==> src/rtl/mm_write_sink.sv <==
// Memory-mapped write slave: captures in-window bus writes into a FIFO of
// {address, data} pairs and presents them on a first-word-fall-through stream.
module mm_write_sink #(
    parameter int         DEPTH   = 16,
    parameter logic [7:0] ADDR_LO = 8'd0,
    parameter logic [7:0] ADDR_HI = 8'd98
) (
    input  logic                     CLK,
    input  logic                     reset,
    input  logic [7:0]               address,
    input  logic                     write,
    input  logic [7:0]               writedata,
    output logic                     out_valid,
    input  logic                     out_ready,
    output logic [7:0]               out_addr,
    output logic [7:0]               out_data,
    output logic [$clog2(DEPTH):0]   level,
    output logic                     full,
    output logic                     empty,
    output logic [15:0]              accept_cnt,
    output logic [7:0]               drop_cnt
);

    localparam int AW = $clog2(DEPTH);
    localparam int LW = AW + 1;

    typedef struct packed {
        logic [7:0] addr;
        logic [7:0] data;
    } entry_t;

    entry_t        mem [DEPTH];
    entry_t        head;
    logic [AW-1:0] wr_ptr;
    logic [AW-1:0] rd_ptr;
    logic          hit;
    logic          pop;
    logic          push;
    logic          drop;

    // Signed compare keeps a zero lower bound from becoming a constant-true test.
    assign hit  = write && (int'(address) >= int'(ADDR_LO))
                        && (int'(address) <= int'(ADDR_HI));
    assign pop  = out_valid && out_ready;
    assign push = hit && (!full || pop);
    assign drop = hit && full && !pop;

    assign full  = (level == LW'(DEPTH));
    assign empty = (level == '0);

    // NOTE: storage carries no reset; level/empty gate the outputs so stale
    // contents are never visible, and a reset-free array maps onto plain RAM.
    always_ff @(posedge CLK) begin
        if (push && !reset) begin
            mem[wr_ptr] <= '{addr: address, data: writedata};
        end
    end

    // NOTE: every register here uses non-blocking assignment so all state
    // updates see the same pre-edge values regardless of statement order.
    always_ff @(posedge CLK) begin
        if (reset) begin
            wr_ptr     <= '0;
            rd_ptr     <= '0;
            level      <= '0;
            accept_cnt <= '0;
            drop_cnt   <= '0;
        end else begin
            if (push) begin
                wr_ptr     <= wr_ptr + AW'(1);
                accept_cnt <= accept_cnt + 16'd1;
            end
            if (pop) begin
                rd_ptr <= rd_ptr + AW'(1);
            end
            if (push && !pop) begin
                level <= level + LW'(1);
            end else if (pop && !push) begin
                level <= level - LW'(1);
            end
            if (drop && (drop_cnt != 8'hFF)) begin
                drop_cnt <= drop_cnt + 8'd1;
            end
        end
    end

    // NOTE: every output of this block is assigned up front, so no latch is inferred.
    always_comb begin
        head      = mem[rd_ptr];
        out_valid = !empty;
        out_addr  = '0;
        out_data  = '0;
        if (out_valid) begin
            out_addr = head.addr;
            out_data = head.data;
        end
    end

endmodule

==> config.mk <==
export PLATFORM = sky130hd
export DESIGN_NAME = mm_write_sink
export DESIGN_NICKNAME = d
export VERILOG_FILES = /design/src/rtl/mm_write_sink.sv
export SDC_FILE = /design/constraint.sdc
export NUM_CORES = 1
export LEC_CHECK = 0
export ABC_AREA = 1
export CORE_MARGIN = 8
export CORE_UTILIZATION = 36
export DETAILED_ROUTE_END_ITERATION = 12
export SETUP_SLACK_MARGIN = 0.05
export SYNTH_ARGS = -nofsm -noshare
export SYNTH_HDL_FRONTEND = slang
export SYNTH_SLANG_ARGS = --single-unit
==> constraint.sdc <==
create_clock -name CLK -period 3.3 [get_ports CLK]
set_input_delay 0.66 -clock CLK [delete_from_list [all_inputs] [get_ports CLK]]
set_output_delay 0.66 -clock CLK [all_outputs]
set_load 0.01 [all_outputs]
==> out/results.ini, run 1 <==
[place]
placedCellCount=1717
placement.io_buffers=67
gp_routability_congestion=0.8266
place_worst_setup_slack_ns=0.1339
hpwlAfterDp_um=21180
placed_cell_area_mm2=0.01411

[worst_setup_path]
timing_worst_setup_path_type=reg2out
critical_path_at_ns=2.45
critPathCaptureType=output pin
crit_path_start_kind=flip-flop
cp_data_required_time_ns=2.64
crit_path_max_fanout=36
worst-r2r-cell-count=11

[finish]
fillCellCount=3186
postLayoutCoreUtil=0.4424
layout-drive-gt1-share=0.1043
multi_input_comb_area_mm2=0.003656
final-seq-area_mm2=0.008513
area_delta_synth_final_pct=21.14
finish.cell_count_without_fillers=1779
mostFrequentLayoutCell=sky130_fd_sc_hd__nand2_1
layout.nets=1330
final_cell_mix=413 x sky130_fd_sc_hd__nand2_1, 256 x sky130_fd_sc_hd__edfxtp_1, 227 x sky130_fd_sc_hd__nand3_1
final_design_area_no_fill_mm2=0.01524

[floorplan]
total_die_area_mm2=0.04119
placement_rows=68
initial_core_util=0.3652
chipHeight_um=203.0
pin_count=68
core-area_mm2=0.03446
die_w_um=203.0

[yosys]
post_synth_main_area_contributors=sky130_fd_sc_hd__edfxtp_1 61%, sky130_fd_sc_hd__nand2_1 12%, sky130_fd_sc_hd__nand3_1 9.0%
synthesis.instances=1200
post_synth_num_cell_types=27
synth_top_cell_area_share=0.6109
synth_largest_area_cell=sky130_fd_sc_hd__edfxtp_1
seq_area_frac_synth=0.6761
postSynthRegisterBits=297
syn_area_mm2=0.01258
number_of_warnings_reported_in_the_yosys_synthesis_log=0
synth_area_per_cell_um2=10.49
postSynthNetCount=1232

[timing]
timing.setup.tns_ns=0
final.setup_skew_ns=0.01594
unrepaired_setup_endpoints_after_global_routing=false
fin_ws_ns=0.1941
report.final.slew_viol_count=0
setup_violations=0
slew_headroom=0.4937
clock.fmax_mhz=322.0
report.final.hold_viol_count=0
max_slew.worst_pin.slew_ns=0.7570
period_needed_ns=3.106
final.period_utilization=0.9412
final.hold.worst_slack_ns=0.4919

[global_routing]
grt_pass1_wl_um=49930
grt_pass1_vias=8433
antenna_found_initial=0
grt.overflow.total=0
grt_util_all_layers=0.1526
grt_start_max_net_pins=65

[route]
via_count=8841
aggregate_routed_wire_length_um=32500
avgViaCountPerCell=4.970
drt_pre_antenna_iters=5
final_antenna_net_count=0
drt-initial-drc-count=712
detail_route.wl_per_cell_um=18.27
drcViolationCount=0

[clock_tree]
clock_latency_ns=0.57
tritoncts.num_buffers=31
worst_setup_hold_path_clk_slew_ns=0.06
tritoncts=yes
clk_path_buf_depth=3
clk_root_buffer_cell=sky130_fd_sc_hd__clkbuf_16
post_cts_setup_inserts=0
clock_tree.htree_level_count=1
cts_sinks=297

[run]
drv_cap=0

[worst_hold_path]
hp-class=reg2reg
hold_path_depth=2

[power]
p_total_mw=10.56
leakagePower_nw=5.579
power_per_cell_area_mw_per_mm2=692.6
ir_drop_uv=546.5

[status]
run_status=complete, no violations

timing repair:
item | in CTS | in global routing
gates resized for setup | 18 | 4
hold endpoints to repair | 0 | 0
endpoints found under the setup margin | 16 | 1
hold buffers | 0 | 0
cloned | 0 | 3
final timing paths:
| kind | start | to | slack (ns) |
|---|---|---|---|
| setup / recovery | flip-flop | out_data[0] | 0.19 |
| hold / removal | rd_ptr[2] | rd_ptr[2] | 0.49 |
| setup reg to reg | level[1] | level[4] | 0.98 |
| hold reg to reg | rd_ptr[2] | rd_ptr[2] | 0.49 |
registers in the layout, summed over array words and instances (netlist names), named ones only:
| signal | count |
|---|---|
| rd_ptr | 4 |
| accept_cnt | 16 |
| drop_cnt | 8 |
| level | 5 |
| wr_ptr | 4 |
| mem | 256 |
layer usage:
layer | vias up | track usage | part of all wire
li1 | 4318 | - | -
met1 | 4163 | 0.2326 | 0.48
met2 | 328 | 0.2287 | 0.43
met3 | 32 | 0.02375 | 0.075
met4 | 0 | 0.02538 | 0.013
met5 | - | 0 | 0
cells in the mapped netlist, drive strengths merged:
library cell	number
nor2	63
edfxtp	256
clkinv	1
nand3	228
a21boi	1
inv	43
nand3b	1
xnor2	5
dfxtp	41
nand4	9
nand2	414
clkbuf	12
fa	1
o21ai	14
ha	11
a21oi	47
buf	47
xor2	6
worst max-delay path, stage by stage (launching register included):
cell	delay, ns
sky130_fd_sc_hd__dfxtp_4	0.41
sky130_fd_sc_hd__inv_8	0.17
sky130_fd_sc_hd__buf_12	0.22
sky130_fd_sc_hd__nand2_1	0.08
sky130_fd_sc_hd__nand3_1	0.07
sky130_fd_sc_hd__nand3_1	0.12
sky130_fd_sc_hd__nand2_1	0.12
sky130_fd_sc_hd__nand2_1	0.06
sky130_fd_sc_hd__a21oi_1	0.25
sky130_fd_sc_hd__dlygate4sd2_1	0.35
final cells by class:
type | instances | area share
timing repair buffer | 124 | 0.08495
clock buffer | 39 | 0.05417
inverter | 44 | 0.01133
clock inverter | 19 | 0.01371
antenna | 1 | 0.0001642
multi-input combinational | 800 | 0.2398
sequential | 297 | 0.5585
tap | 455 | 0.03735
report_power, final:
group / total [mW] / switching (mW) / internal (mW) / leakage [nW]
sequential: 4.23 / 0.0918 / 4.14 / 2.64
combinational: 2.82 / 1.82 / 0.993 / 2.44
clock: 3.51 / 1.42 / 2.09 / 0.500
total: 10.6 / 3.34 / 7.22 / 5.58
cell families (layout without fill, tap and decap cells):
kind of cell | count (synthesis) | after routing | share of synthesized area
adders and majority gates | 12 | 12 | 0.01253
and+or+nand+nor | 715 | 715 | 0.2408
xor gates and xnor gates | 11 | 11 | 0.007656
DFF | 297 | 297 | 0.6761
other | 0 | 1 | 0
buffers and inverters | 103 | 226 | 0.03679
AOI/OAI and AO/OA | 62 | 62 | 0.02605
(Power assumes the default switching activity.)
==> run 2: changes to the inputs <==
==> constraint.sdc (replaced) <==
create_clock -name CLK -period 3.3 [get_ports CLK]
set_input_delay 0.66 -clock CLK [delete_from_list [all_inputs] [get_ports CLK]]
set_output_delay 0.66 -clock CLK [all_outputs]
set_load 0.005 [all_outputs]
==> out/results.ini, run 2 (same netlist as run 1, synthesis figures left out) <==
[timing]
report.final.slew_viol_count=0
slew_headroom=0.4834
setup_violations=0
max_slew.worst_pin.slew_ns=0.7725
final.hold.worst_slack_ns=0.5029
final.setup_skew_ns=0.01127
clock.fmax_mhz=310.5
fin_ws_ns=0.07904
timing.setup.tns_ns=0
final.period_utilization=0.9760
report.final.hold_viol_count=0
period_needed_ns=3.221
unrepaired_setup_endpoints_after_global_routing=true

[finish]
layout.nets=1340
num_antenna_cells=0
finish.cell_count_without_fillers=1788
final_design_area_no_fill_mm2=0.01536
layout-drive-gt1-share=0.1208
area_delta_synth_final_pct=22.07
mostFrequentLayoutCell=sky130_fd_sc_hd__nand2_1
most_flop_heavy_register=mem
largest_register_ffs=256
final_cell_mix=413 x sky130_fd_sc_hd__nand2_1, 256 x sky130_fd_sc_hd__edfxtp_1, 227 x sky130_fd_sc_hd__nand3_1
final-seq-area_mm2=0.008513
postLayoutCoreUtil=0.4458
multi_input_comb_area_mm2=0.003686
fillCellCount=3166
top_regs=mem x256, accept_cnt x16, drop_cnt x8

[place]
gp_routability_congestion=0.8151
hpwlAfterDp_um=21210
placed_cell_area_mm2=0.01410
placedCellCount=1718
placement.io_buffers=67
place_worst_setup_slack_ns=0.1620

[power]
power_per_cell_area_mw_per_mm2=679.9
p_total_mw=10.44
ir_drop_uv=470.1
leakagePower_nw=5.679

[floorplan]
pin_count=68
placement_rows=68
total_die_area_mm2=0.04119
chipHeight_um=203.0
initial_core_util=0.3652
core-area_mm2=0.03446
die_w_um=203.0

[worst_setup_path]
cpPeakStageDelay_ns=0.57
path_cells=buf_12 > buf_16 > nand2_1 > nand3_1 > nand3_1 > nand2_1 > nand2_1 > a21oi_1 > clkdlybuf4s50_1
crit_path_max_fanout=20
crit_path_start_kind=flip-flop
slowest_stage=sky130_fd_sc_hd__clkdlybuf4s50_1
timing.critical_path.max_delay_family=buffers and inverters
timing_worst_setup_path_type=reg2out
crit_buf_inv=3
cp_data_required_time_ns=2.64
critical_path_at_ns=2.56
critPathCaptureType=output pin
critPathMostFrequentCell=sky130_fd_sc_hd__nand2_1

[clock_tree]
worst_setup_hold_path_clk_slew_ns=0.06
cts_sinks=297
tritoncts=yes
clk_path_buf_depth=3
clock_latency_ns=0.55
tritoncts.num_buffers=31
clk_root_buffer_cell=sky130_fd_sc_hd__clkbuf_16
clock_tree.htree_level_count=1

[route]
final_antenna_net_count=0
via_count=9065
detail_route.wl_per_cell_um=18.61
avgViaCountPerCell=5.070
drt_pre_antenna_iters=5
drcViolationCount=0
aggregate_routed_wire_length_um=33270
drt-initial-drc-count=869

[global_routing]
grt_start_max_net_pins=65
antenna_found_initial=1
grt.overflow.total=0
grt_pass1_vias=8626
grt_pass1_wl_um=50560
grt_util_all_layers=0.1550

[run]
drv_cap=0

[status]
run_status=complete, no violations

[worst_hold_path]
hp-class=reg2reg

==> run 2: path summary, 6_finish.rpt <==
kind	start	end	slack, ns	depth (start not counted)
worst max-delay path	flip-flop	out_addr[6]	0.08	9
worst min-delay path	rd_ptr[0]	rd_ptr[0]	0.50	1
worst max register to register	level[0]	level[4]	1.04	11
worst min register to register	rd_ptr[0]	rd_ptr[0]	0.50	1
==> run 2: power by group <==
part           switching (mW)  total, mW  internal (mW)
Clock                    1.41       3.20           1.80
Sequential             0.0889       4.23           4.14
Combinational            1.84       3.01           1.17
==> run 2: worst register-to-register path, stage by stage (launching register included) <==
cell and delay (ns):
sky130_fd_sc_hd__dfxtp_1 0.35, sky130_fd_sc_hd__nor2_2 0.18, sky130_fd_sc_hd__nand4_2 0.17, sky130_fd_sc_hd__inv_2 0.14, sky130_fd_sc_hd__nor2_2 0.06, sky130_fd_sc_hd__ha_1 0.19
sky130_fd_sc_hd__buf_4 0.14, sky130_fd_sc_hd__fa_1 0.39, sky130_fd_sc_hd__o21ai_0 0.24, sky130_fd_sc_hd__xor2_1 0.17, sky130_fd_sc_hd__nand2_1 0.06, sky130_fd_sc_hd__a21oi_1 0.11
==> run 2: layout make-up <==
cell class,count,area share
tap,455,0.03706
clock buffer,34,0.05123
multi-input combinational,800,0.2400
timing repair buffer,134,0.09571
sequential,297,0.5542
clock inverter,24,0.01010
inverter,44,0.01173
==> run 2: timing repair <==
item | in CTS | in global routing
gates cloned | 2 | 4
pin swaps | 1 | 3
gates resized for setup | 16 | 16
hold buffers | 0 | 0
endpoints found under the setup margin | 16 | 12
setup buffers | 0 | 6
==> run 2: per-layer routing <==
metal  up-vias  wire length, um  GRT usage
li1       4344                -          -
met1      4293            15490     0.2306
met2       382            14340     0.2323
met3        46             2955    0.03108
met4         0              491    0.02875
met5         -                0          0
